==> src/rtl/ysyx_25030081_lsu.sv <==
// ysyx_25030081_lsu: multi-cycle load/store unit on a valid/ready memory bus.
// One transaction in flight: IDLE -> REQ -> WAIT -> RESP -> IDLE. Illegal and
// misaligned accesses go straight from IDLE to RESP without touching the bus.
// Optional build macro LSU_MISALIGN_CHECK_EN: when defined, a half access with
// addr[0]=1 or a word access with addr[1:0]!=0 faults. When undefined, such
// accesses are forced to their natural alignment and proceed normally.
module ysyx_25030081_lsu #(
  parameter int ADDR_WIDTH = 32,
  parameter int DATA_WIDTH = 32
) (
  input  logic                  clk,
  input  logic                  rst,
  input  logic                  req_valid,
  output logic                  req_ready,
  input  logic                  req_wen,
  input  logic [ADDR_WIDTH-1:0] req_addr,
  input  logic [DATA_WIDTH-1:0] req_wdata,
  input  logic [2:0]            req_op,
  output logic                  mem_req_valid,
  input  logic                  mem_req_ready,
  output logic                  mem_wen,
  output logic [ADDR_WIDTH-1:0] mem_addr,
  output logic [DATA_WIDTH-1:0] mem_wdata,
  output logic [3:0]            mem_wmask,
  input  logic                  mem_resp_valid,
  input  logic [DATA_WIDTH-1:0] mem_resp_rdata,
  input  logic                  mem_resp_err,
  output logic                  resp_valid,
  input  logic                  resp_ready,
  output logic [DATA_WIDTH-1:0] resp_rdata,
  output logic                  resp_err
);

  typedef enum logic [1:0] {IDLE = 2'd0, REQ = 2'd1, WAIT = 2'd2, RESP = 2'd3} state_t;

  state_t                state_q, state_d;
  logic                  wen_q, wen_d;
  logic [ADDR_WIDTH-3:0] addr_q, addr_d;
  logic [DATA_WIDTH-1:0] wdata_q, wdata_d;
  logic [3:0]            wmask_q, wmask_d;
  logic [2:0]            op_q, op_d;
  logic [1:0]            off_q, off_d;
  logic [DATA_WIDTH-1:0] rdata_q, rdata_d;
  logic                  err_q, err_d;

  logic                  req_illegal;
  logic                  req_misalign;
  logic [1:0]            req_off;
  logic [3:0]            req_mask;
  logic [DATA_WIDTH-1:0] req_lane_wdata;
  logic [DATA_WIDTH-1:0] load_lane;
  logic [DATA_WIDTH-1:0] load_ext;

  // Decode an incoming request: legality, effective lane offset, strobes, store data.
  always_comb begin
    if (req_wen) req_illegal = req_op[2] || (req_op[1:0] == 2'b11);
    else         req_illegal = (req_op[1:0] == 2'b11) || (req_op == 3'b110);
    // Half and word offsets are snapped to natural alignment; with the fault
    // check enabled a misaligned access never reaches the bus anyway.
    case (req_op[1:0])
      2'b00:   req_off = req_addr[1:0];
      2'b01:   req_off = {req_addr[1], 1'b0};
      default: req_off = 2'b00;
    endcase
`ifdef LSU_MISALIGN_CHECK_EN
    req_misalign = ((req_op[1:0] == 2'b01) && req_addr[0]) ||
                   ((req_op[1:0] == 2'b10) && (req_addr[1:0] != 2'b00));
`else
    req_misalign = 1'b0;
`endif
    case (req_op[1:0])
      2'b00: begin
        req_mask       = 4'b0001 << req_off;
        req_lane_wdata = {4{req_wdata[7:0]}};
      end
      2'b01: begin
        req_mask       = 4'b0011 << req_off;
        req_lane_wdata = {2{req_wdata[15:0]}};
      end
      default: begin
        req_mask       = 4'b1111;
        req_lane_wdata = req_wdata;
      end
    endcase
    if (!req_wen) req_mask = 4'b0000;
  end

  // Shift the addressed lane down and extend it according to the load op.
  always_comb begin
    load_lane = mem_resp_rdata >> {off_q, 3'b000};
    case (op_q)
      3'b000:  load_ext = {{24{load_lane[7]}}, load_lane[7:0]};
      3'b100:  load_ext = {24'h000000, load_lane[7:0]};
      3'b001:  load_ext = {{16{load_lane[15]}}, load_lane[15:0]};
      3'b101:  load_ext = {16'h0000, load_lane[15:0]};
      default: load_ext = load_lane;
    endcase
  end

  // Next-state logic and handshake strobes.
  always_comb begin
    state_d       = state_q;
    wen_d         = wen_q;
    addr_d        = addr_q;
    wdata_d       = wdata_q;
    wmask_d       = wmask_q;
    op_d          = op_q;
    off_d         = off_q;
    rdata_d       = rdata_q;
    err_d         = err_q;
    req_ready     = 1'b0;
    mem_req_valid = 1'b0;
    resp_valid    = 1'b0;
    case (state_q)
      IDLE: begin
        req_ready = 1'b1;
        if (req_valid) begin
          wen_d   = req_wen;
          addr_d  = req_addr[ADDR_WIDTH-1:2];
          wdata_d = req_lane_wdata;
          wmask_d = req_mask;
          op_d    = req_op;
          off_d   = req_off;
          rdata_d = '0;
          if (req_illegal || req_misalign) begin
            err_d   = 1'b1;
            state_d = RESP;
          end else begin
            err_d   = 1'b0;
            state_d = REQ;
          end
        end
      end
      REQ: begin
        mem_req_valid = 1'b1;
        if (mem_req_ready) state_d = WAIT;
      end
      WAIT: begin
        if (mem_resp_valid) begin
          err_d   = mem_resp_err;
          rdata_d = (wen_q || mem_resp_err) ? '0 : load_ext;
          state_d = RESP;
        end
      end
      RESP: begin
        resp_valid = 1'b1;
        if (resp_ready) state_d = IDLE;
      end
      default: state_d = IDLE;
    endcase
  end

  // State and transaction registers; reset drops any in-flight access.
  always_ff @(posedge clk or posedge rst) begin
    if (rst) begin
      state_q <= IDLE;
      wen_q   <= 1'b0;
      addr_q  <= '0;
      wdata_q <= '0;
      wmask_q <= 4'b0000;
      op_q    <= 3'b000;
      off_q   <= 2'b00;
      rdata_q <= '0;
      err_q   <= 1'b0;
    end else begin
      state_q <= state_d;
      wen_q   <= wen_d;
      addr_q  <= addr_d;
      wdata_q <= wdata_d;
      wmask_q <= wmask_d;
      op_q    <= op_d;
      off_q   <= off_d;
      rdata_q <= rdata_d;
      err_q   <= err_d;
    end
  end

  assign mem_wen    = wen_q;
  assign mem_addr   = {addr_q, 2'b00};
  assign mem_wdata  = wdata_q;
  assign mem_wmask  = (state_q == REQ) ? wmask_q : 4'b0000;
  assign resp_rdata = (state_q == RESP) ? rdata_q : '0;
  assign resp_err   = (state_q == RESP) ? err_q : 1'b0;

endmodule

==> config.mk <==
export PLATFORM = sky130hd
export DESIGN_NAME = ysyx_25030081_lsu
export DESIGN_NICKNAME = d
export VERILOG_FILES = /design/src/rtl/ysyx_25030081_lsu.sv
export SDC_FILE = /design/constraint.sdc
export NUM_CORES = 1
export LEC_CHECK = 0
export ABC_CLOCK_PERIOD_IN_PS = 10300
export CORE_ASPECT_RATIO = 0.75
export CORE_MARGIN = 3
export CORE_UTILIZATION = 45
export CTS_CLUSTER_SIZE = 20
export DETAILED_ROUTE_END_ITERATION = 10
export PLACE_DENSITY = 0.94
export SYNTH_ARGS = -nofsm -noshare
export SYNTH_HDL_FRONTEND = slang
export SYNTH_SLANG_ARGS = --single-unit
==> constraint.sdc <==
create_clock -name clk -period 10.3 [get_ports clk]
set_clock_uncertainty 0.2 [all_clocks]
set_input_delay 2.06 -clock clk [delete_from_list [all_inputs] [get_ports clk]]
set_output_delay 2.06 -clock clk [all_outputs]
set_load 0.01 [all_outputs]
# Word level (Yosys, flattened, before mapping)
# Cells that the tools add are included.
[op_classes]
n_mux = 26
shifts = 3
n_eq_ne = 13
n_reduce_logical = 10
[ops]
columns = ["operator", "n"]
rows = [
  ["$mux 32", 4],
  ["$pmux 32 s2", 2],
  ["$pmux 32 s4", 1],
  ["$shr 32x5->32", 1],
  ["$mux 2", 5],
  ["$eq 3x3->1 const B", 3],
  ["$mux 1", 8],
  ["$mux 4", 2],
  ["$ne 2x2->1 const B", 4],
  ["$pmux 2 s4", 1],
  ["$pmux 4 s2", 1],
  ["$eq 2x2->1 const B", 3],
  ["$eq 2x1->1 const B", 2],
  ["$logic_not 2->1", 2],
  ["$pmux 2 s2", 1],
  ["$reduce_and 4->1", 1],
  ["$shl 1x2->4 const A", 1],
  ["$shl 2x2->4 const A", 1],
  ["$eq 3x1->1 const B", 1],
  ["$logic_not 3->1", 1],
  ["$logic_or 1x1->1", 3],
  ["$reduce_and 3->1", 1],
  ["$pmux 1 s2", 1],
  ["$reduce_and 2->1", 1],
  ["$reduce_bool 2->1", 1],
]
[word_totals]
regBits = 107
in_bits = 107

# Logic depth before layout (Yosys ltp)
# Gate-level depths: netlist of run 1.
[depth]
word_depth = 6
depth_mapped = 8
depth_no_buf = 6

# Worst setup path before layout of run 1
# OpenSTA, ideal clock, no wires.
[synth_path]
path_type = "in2reg"
from = "input mem_resp_err"
to = "register rdata_q[17]"
arrival_time_ps = 3468
setup_time_ps = 68
t_required_ps = 10032
setup_slack_ps = 6564
n_path_buf = 2
cell_stages = 6
cell_sequence = "nand2b_1 or4_1 buf_2 nor4b_4 buf_6 a221o_1"
[synth_between]
elab_chain_cells = 4
[synth_rtl]
columns = ["item", "line_no", "rtl"]
rows = [
  ["start: declaration", "27", "input logic mem_resp_err,"],
  ["$logic_or 1x1->1", "141", "rdata_d = (wen_q || mem_resp_err) ? '0 : load_ext;"],
  ["$mux 32", "141", ""],
  ["$mux 32", "139", "if (mem_resp_valid) begin"],
  ["$pmux 32 s2", "114", "case (state_q)"],
  ["end signal: assignment", "173", "rdata_q <= rdata_d;"],
  ["end: declaration", "43", "logic [DATA_WIDTH-1:0] rdata_q, rdata_d;"],
]
# No other way between the ends. The select of a mux whose other input is x is not followed.
# A chain may end at the register's enable or synchronous reset.

# Final worst setup path of run 1
[layout_path]
from = "input req_valid"
to = "register rdata_q[19]"
[layout_between]
elab_chain_cells = 2
[layout_rtl]
columns = ["item", "line_no", "rtl"]
rows = [
  ["start: declaration", "13", "input logic req_valid,"],
  ["$ne 2x2->1 (no source line)", "-", ""],
  ["$reduce_and 3->1 (no source line)", "-", ""],
]
# No other way between the ends.

==> out/metrics.yaml, run 1 <==
r2r-end: "rdata_q[19]$_DFFE_PP0P_"
insertion_delay_ns: 0.33
finalHoldViolCount: 0
tritoncts: "built"
whs_path_depth: 2
report.final.slew_viol_count: 0
num_vias: 4329
cts_resized: 0
drt_iter0_drc: 300
endpoint_kind: "flip-flop"
reg2reg_slack_ns: 7.13
cap_violations: 0
reg2regPathDepth: 6
drc_errors: 0
fin_crit_sh: 0.448
fin_util: 0.695
synth_area_leader_cell: "dfrtp_1"
cts_buffers: 9
finalSetupViolCount: 0
grt_pass1_wl_um: 23100
yosysWarnings: 0
arrival_ns: 4.68
worstHoldPathType: "flip-flop to flip-flop"
final_common_cell: "clkdlybuf4s50_1"
die_h_um: 99.2
synth_seq_cells: 107
synth_area_leaders: "dfrtp_1 51%, mux2_2 11%, mux2i_1 8.1%"
crit_fanout: 17
gr-total-overflow: 0
final_layout_size_suffix_gt1_frac: 0.118
grt_pass1_vias: 4402
startpoint_type: "input port"
synth_top_area_frac: 0.514
slew_headroom: 0.257
worst_slew_pin_slew_ns: 1.11
cts_setup_buffers: 0
fin_area_mm2: 0.00771
row_count: 33
nets: 766
finalWeightedCongestion: 0.934
postSynthAreaPerCell_um2: 11.3
hp-start: "wmask_q[2]$_DFFE_PP0P_"
portBuffers: 209
setup_tns_ns: 0
routed_wl_um: 14500
via_per_inst: 5.42
synth-edff-count: 0
firstDrtPassIters: 5
htree_num_levels: 3
fp.coreArea_mm2: 0.0111
dpl_cell_area_mm2: 0.00738
wl_per_cell_um: 18.2
rsz0062_at_grt: "false"
clk_pin_slew_ns: 0.06
syn_inst: 463
required_ns: 10.36
seq_area_mm2: 0.00268
vdd_drop_max_mv: 0.137
final_cell_mix: "209 x clkdlybuf4s50_1, 107 x dfrtp_1, 51 x mux2_2"
start_util: 0.469
cts_sinks: 107
area_growth_pct: 48.0
leakagePower_nw: 3.28
clk_path_buf_depth: 2
diodes: 0
n_fill_cell: 790
power_w: 0.00202
r2r-start: "state_q[0]$_DFFE_PP0P_"
min_to: "wmask_q[2]$_DFFE_PP0P_"
antenna_found_initial: 0
run_status: "finished, final reports clean"
synthArstFlopShare: 1.00
fp.dieArea_mm2: 0.0129
power_density_mw_per_mm2: 262
syn_area_mm2: 0.00521
synth_cell_types: 37
fmax_mhz: 217
min_period_ns: 4.61
fp.dieW_um: 130
worst-setup-path-type: "input port to flip-flop"
ios: 212
grt_usage: 0.227
ctsHoldBuffers: 0
multi_input_area_mm2: 0.00238
root_buffer: "clkbuf_16"
dpl.hpwl_um: 11000
ant_nets: 0
yosys_most_used_dff: "dfrtp_1"
yosysSeqAreaShare: 0.514
grt_max_degree: 100
[synth_stat cells, drive strengths merged (7+ instances only)]
cell type	n
a21oi	25
a221o	16
and2	37
buf	8
clkbuf	26
dfrtp	107
inv	7
mux2	51
mux2i	42
nand2	34
nand3b	8
nor2	26
o21ai	36
o2bb2ai	15
[kinds of logic after synthesis]
| family | Yosys count | synth area share |
|---|---|---|
| compound gates | 98 | 0.125 |
| mux | 94 | 0.195 |
| flops | 107 | 0.514 |
| simple gates | 117 | 0.121 |
| fa+ha+maj | 5 | 0.0120 |
| buf+inv | 41 | 0.0329 |
| other cells | 1 | 0.000719 |
[per-layer routing]
layer | wire, µm | vias to the layer above | GRT usage | share of wire
li1 | - | 2025 | - | -
met1 | 6220 | 2106 | 0.307 | 0.43
met2 | 7040 | 176 | 0.362 | 0.48
met3 | 969 | 22 | 0.0590 | 0.067
met4 | 297 | 0 | 0.0663 | 0.020
met5 | 0 | - | 0 | 0
[report_power, final]
group / switching [W] / internal, W / total, W
registers: 0.000116 / 0.000603 / 0.000718
clock network: 0.000147 / 0.000214 / 0.000360
logic: 0.000421 / 0.000522 / 0.000943
[metrics by stage]
step / instances / hold WS, ns / setup WS, ns
after global placement: 782 / 0.257 / 5.46
after floorplan: 464 / 0.240 / 5.22
final: 799 / 0.273 / 5.69
after global routing: 799 / 0.304 / 5.56
after detailed placement: 782 / 0.261 / 5.36
after CTS: 798 / 0.277 / 5.69
[worst max-delay path, stage by stage]
cell             delay, ns
clkdlybuf4s50_1       0.60
nor2b_4               0.08
or4_1                 0.82
nor4b_4               0.87
a221o_1               0.23
[sequential cells by signal, indices dropped and copies added (netlist names)]
signal	flops
addr_q	30
err_q	1
mem_wdata	32
mem_wen	1
off_q	2
op_q	3
rdata_q	32
state_q	2
wmask_q	4
[worst max path at each step]
stage,start,to,slack [ns]
6_report,req_valid,rdata_q[19]$_DFFE_PP0P_,5.69
5_1_grt,state_q[0]$_DFFE_PP0P_,resp_rdata[8],5.56
4_1_cts,state_q[0]$_DFFE_PP0P_,resp_rdata[8],5.69
3_5_place_dp,req_valid,rdata_q[19]$_DFFE_PP0P_,5.36
3_3_place_gp,req_valid,rdata_q[28]$_DFFE_PP0P_,5.46
2_1_floorplan,rst,addr_q[0]$_DFFE_PP0P_,5.22
[layout make-up]
cell class | instances | share of cell area
flip-flops and latches | 107 | 0.347
multi-input cells | 316 | 0.308
well taps | 140 | 0.0227
repair buffers | 213 | 0.278
clock inverters | 4 | 0.00973
inverters | 7 | 0.00373
clock buffers | 12 | 0.0307
No activity file was read; power rests on OpenSTA's default activity.
==> run 2, diff against run 1 <==
==> config.mk (replaced) <==
export PLATFORM = sky130hd
export DESIGN_NAME = ysyx_25030081_lsu
export DESIGN_NICKNAME = d
export VERILOG_FILES = /design/src/rtl/ysyx_25030081_lsu.sv
export SDC_FILE = /design/constraint.sdc
export NUM_CORES = 1
export LEC_CHECK = 0
export ABC_CLOCK_PERIOD_IN_PS = 4000
export CORE_ASPECT_RATIO = 0.75
export CORE_MARGIN = 3
export CORE_UTILIZATION = 39
export CTS_CLUSTER_SIZE = 20
export DETAILED_ROUTE_END_ITERATION = 10
export PLACE_DENSITY = 0.87
export SYNTH_ARGS = -nofsm -noshare
export SYNTH_HDL_FRONTEND = slang
export SYNTH_SLANG_ARGS = --single-unit
==> constraint.sdc (replaced) <==
create_clock -name clk -period 4 [get_ports clk]
set_clock_uncertainty 0.2 [all_clocks]
set_input_delay 0.8 -clock clk [delete_from_list [all_inputs] [get_ports clk]]
set_output_delay 0.8 -clock clk [all_outputs]
set_load 0.01 [all_outputs]
==> run 2 against run 1 <==
Via count is 1.9% higher. Register-to-register slack lost 6.0 ns. Design area increased by 0.23%. Core utilization decreased by 8.4 points. First-iteration DRC count down 23%. Global-route usage decreased by 2.7 points. Non-clock buffer count increased by 4. Largest cell class unchanged.
==> out/metrics.yaml, run 2 (synthesis results as in run 1) <==
report.final.slew_viol_count: 0
setup_tns_ns: 0
via_per_inst: 5.32
power_switching_w: 0.00180
final_cell_mix: "209 x clkdlybuf4s50_1, 107 x dfrtp_1, 51 x mux2_2"
instances_no_fill: 829
dpl.hpwl_um: 11000
diodes: 0
htree_num_levels: 3
fin_util: 0.611
insertion_delay_ns: 0.34
final_layout_size_suffix_gt1_frac: 0.128
area_growth_pct: 48.3
tritoncts: "built"
r2r-end: "rdata_q[25]$_DFFE_PP0P_"
antenna_found_initial: 0
grt_max_degree: 100
ant_nets: 0
fp.coreArea_mm2: 0.0127
fp.dieW_um: 140
met1_usage: 0.260
min_to: "mem_wdata[22]$_DFFE_PP0P_"
whs_path_depth: 2
min_period_ns: 3.37
startpoint_type: "flip-flop"
run_status: "finished, final reports clean"
clkPwrFrac: 0.167
leakagePower_nw: 3.28
finalHoldViolCount: 0
cts_resized: 0
cts_buffers: 9
busiest_layer: "met2"
fp.dieArea_mm2: 0.0148
drt_iter0_drc: 232
setup.worst_path.start: "state_q[1]$_DFFE_PP0P_"
dp_worst_setup_slack_ns: 0.714
cts_setup_buffers: 0
num_vias: 4412
final_common_cell: "clkdlybuf4s50_1"
dpl.cell_count: 813
slew_headroom: 0.219
root_buffer: "clkbuf_16"
clk_pin_slew_ns: 0.07
arrival_ns: 2.37
worstHoldPathType: "flip-flop to flip-flop"
power.share.sequential: 0.364
gr-usage-met2: 0.318
fin_crit_sh: 0.842
die_h_um: 106
reg2reg_slack_ns: 1.13
worst-setup-path-type: "flip-flop to output pin"
crit_fanout: 35
gr-total-overflow: 0
vdd_drop_max_mv: 0.343
met3_usage: 0.0724
hp-start: "mem_wdata[22]$_DFFE_PP0P_"
r2r-start: "off_q[1]$_DFFE_PP0P_"
fmax_mhz: 297
grt_usage: 0.200
grt_pass1_vias: 4664
worst_slew_pin_slew_ns: 1.17
start_util: 0.412
nets: 770
ctsHoldBuffers: 0
share_comb_of_total_power: 0.468
power_density_mw_per_mm2: 661
p_sw_frac: 0.352
endpoint_kind: "output pin"
reg2regPathDepth: 4
rsz0062_at_grt: "false"
grt_pass1_wl_um: 24100
layout_setup_ws_ns: 0.632
clk_path_buf_depth: 2
portBuffers: 209
power_w: 0.00511
finalSetupViolCount: 0
row_count: 35
cap_violations: 0
firstDrtPassIters: 4
finalWeightedCongestion: 0.825
wl_per_cell_um: 18.0
routed_wl_um: 14900
internal_power_w: 0.00331
required_ns: 3.00
drc_errors: 0
ios: 212
cts_sinks: 107
run 2: stage by stage:
step | instance area (µm²) | hold slack, ns
2_1_floorplan | 5220 | 0.240
3_3_place_gp | 7450 | 0.256
3_5_place_dp | 7450 | 0.266
4_1_cts | 7730 | 0.285
5_1_grt | 7730 | 0.308
6_report | 7730 | 0.284
run 2: power by group through the flow:
stage | Sequential [W] | Combinational (W) | Clock [W]
final | 0.00186 | 0.00239 | 0.000855
after global routing | 0.00192 | 0.00259 | 0.000925
after CTS | 0.00186 | 0.00242 | 0.000884
after detailed placement | 0.00187 | 0.00241 | 0
after global placement | 0.00184 | 0.00233 | 0
after floorplan | 0.00192 | 0.00115 | 0
run 2: how the worst max path moves through the flow:
stage	endpoint	slack [ns]	depth (start not counted)
global route	resp_rdata[17]	0.48	3
detailed placement	rdata_q[29]$_DFFE_PP0P_	0.71	5
finish	resp_rdata[17]	0.63	3
global placement	rdata_q[16]$_DFFE_PP0P_	0.76	5
CTS	resp_rdata[17]	0.65	3
floorplan	addr_q[0]$_DFFE_PP0P_	0.18	1
run 2: worst max-delay path: stages, from the launching register on:
cell	delay [ns]
dfrtp_1	0.39
ha_1	0.82
and2_1	0.27
clkdlybuf4s50_1	0.54
run 2: final cells by class:
cell class / instances / area, µm²
Fill cell: 975 / 4920
Timing Repair Buffer: 217 / 2150
Multi-Input combinational cell: 316 / 2380
Inverter: 7 / 28.8
Tap cell: 166 / 208
Clock inverter: 6 / 47.5
Sequential cell: 107 / 2680
Clock buffer: 10 / 239
run 2: layer usage:
layer,vias up,part of all wire
met5,-,0
met4,0,0.018
met3,23,0.10
met2,217,0.46
met1,2146,0.42
li1,2026,-
==> run 3, diff against run 2 <==
--- a/config.mk
+++ b/config.mk
@@ -5,7 +5,7 @@
 export SDC_FILE = /design/constraint.sdc
 export NUM_CORES = 1
 export LEC_CHECK = 0
-export ABC_CLOCK_PERIOD_IN_PS = 4000
+export ABC_CLOCK_PERIOD_IN_PS = 3000
 export CORE_ASPECT_RATIO = 0.75
 export CORE_MARGIN = 3
 export CORE_UTILIZATION = 39
==> constraint.sdc (replaced) <==
create_clock -name clk -period 3 [get_ports clk]
set_clock_uncertainty 0.2 [all_clocks]
set_input_delay 0.6 -clock clk [delete_from_list [all_inputs] [get_ports clk]]
set_output_delay 0.6 -clock clk [all_outputs]
set_load 0.01 [all_outputs]
==> run 3 against run 2 <==
Via count is 0.52% lower. Die area unchanged. Clock-buffer cell count rose by 1. Global-route usage is 0.30 points lower. Critical endpoint is now resp_rdata[15]. Highest routed layer unchanged.
==> out/metrics.yaml, run 3 (synthesis results as in run 1) <==
setup.worst_path.start: "state_q[0]$_DFFE_PP0P_"
ant_nets: 0
diodes: 0
antenna_found_initial: 0
clk_pin_slew_ns: 0.07
worstHoldPathType: "flip-flop to flip-flop"
routed_wl_um: 14900
top_layer: "met4"
layout_setup_ws_ns: 0.272
slew_headroom: 0.247
grt_pass1_vias: 4485
whs_path_depth: 2
m1WireLength_um: 6430
drc_errors: 0
firstDrtPassIters: 4
vdd_drop_max_mv: 0.443
row_count: 35
fin_util: 0.617
fin_crit_sh: 0.909
drt_iter0_drc: 211
finalHoldViolCount: 0
dpl.cell_count: 821
fp.coreArea_mm2: 0.0127
power_density_mw_per_mm2: 871
wl_per_cell_um: 17.8
r2r-start: "state_q[0]$_DFFE_PP0P_"
htree_num_levels: 3
grt_usage: 0.197
report.final.slew_viol_count: 0
setup_tns_ns: 0
rsz0062_at_grt: "false"
instances_no_fill: 837
die_h_um: 106
route.met2.wl_um: 6760
arrival_ns: 1.93
ios: 212
root_buffer: "clkbuf_16"
route.met3.wl_um: 1540
crit_fanout: 35
cts_resized: 0
nets: 778
fp.dieArea_mm2: 0.0148
ctsHoldBuffers: 0
gr-total-overflow: 0
tritoncts: "built"
leakagePower_nw: 3.31
fmax_mhz: 367
final_layout_size_suffix_gt1_frac: 0.136
clk_path_buf_depth: 2
portBuffers: 209
dp_worst_setup_slack_ns: 0.221
via_per_inst: 5.24
reg2reg_slack_ns: 0.55
insertion_delay_ns: 0.33
worst-setup-path-type: "flip-flop to output pin"
fp.dieW_um: 140
cap_violations: 0
grt_max_degree: 108
start_util: 0.412
endpoint_kind: "output pin"
area_growth_pct: 49.7
finalSetupViolCount: 0
required_ns: 2.20
dpl.hpwl_um: 11200
min_period_ns: 2.73
cts_buffers: 9
finalWeightedCongestion: 0.886
final_common_cell: "clkdlybuf4s50_1"
run_status: "finished, final reports clean"
final_cell_mix: "209 x clkdlybuf4s50_1, 107 x dfrtp_1, 51 x mux2_2"
worst_slew_pin_slew_ns: 1.13
min_to: "wmask_q[0]$_DFFE_PP0P_"
cts_sinks: 107
hold_slack_ns: 0.284
cts_setup_buffers: 0
hp-start: "wmask_q[0]$_DFFE_PP0P_"
num_vias: 4389
r2r-end: "rdata_q[19]$_DFFE_PP0P_"
startpoint_type: "flip-flop"
reg2regPathDepth: 7
grt_pass1_wl_um: 23900
[run 3: per-layer routing]
metal | GRT usage | vias up
li1 | - | 2041
met1 | 0.259 | 2137
met2 | 0.312 | 199
met3 | 0.0818 | 12
met4 | 0.0342 | 0
met5 | 0 | -
[run 3: worst max path at each step]
stage | endpoint
final | resp_rdata[15]
after global routing | resp_rdata[5]
after CTS | resp_rdata[15]
after detailed placement | rdata_q[27]$_DFFE_PP0P_
after global placement | rdata_q[16]$_DFFE_PP0P_
after floorplan | rdata_q[17]$_DFFE_PP0P_
[run 3: through the flow]
step / cell area, µm² / total power (W)
after floorplan: 5220 / 0.00410
after global routing: 7800 / 0.00724
final: 7800 / 0.00680
after CTS: 7800 / 0.00687
after detailed placement: 7530 / 0.00575
after global placement: 7530 / 0.00561
[run 3: layout make-up]
type | instances | area (µm²)
fillers | 1003 | 4850
flip-flops and latches | 107 | 2680
multi-input cells | 316 | 2380
repair buffers | 225 | 2240
clock buffers | 11 | 233
well taps | 166 | 208
clock inverters | 5 | 38.8
inverters | 7 | 30.0
[run 3: critical path, cell delays in order, from the launching register on]
cell,delay (ns)
dfrtp_1,0.39
ha_1,0.15
buf_4,0.27
and2_1,0.19
clkdlybuf4s50_1,0.58
[run 3: where the power goes]
group	leakage [nW]	switching (W)	total, W	internal (W)
Clock	0.118	0.000527	0.00109	0.000567
Sequential	1.35	0.000383	0.00245	0.00207
Combinational	1.84	0.00147	0.00325	0.00179
Total	3.31	0.00238	0.00680	0.00442
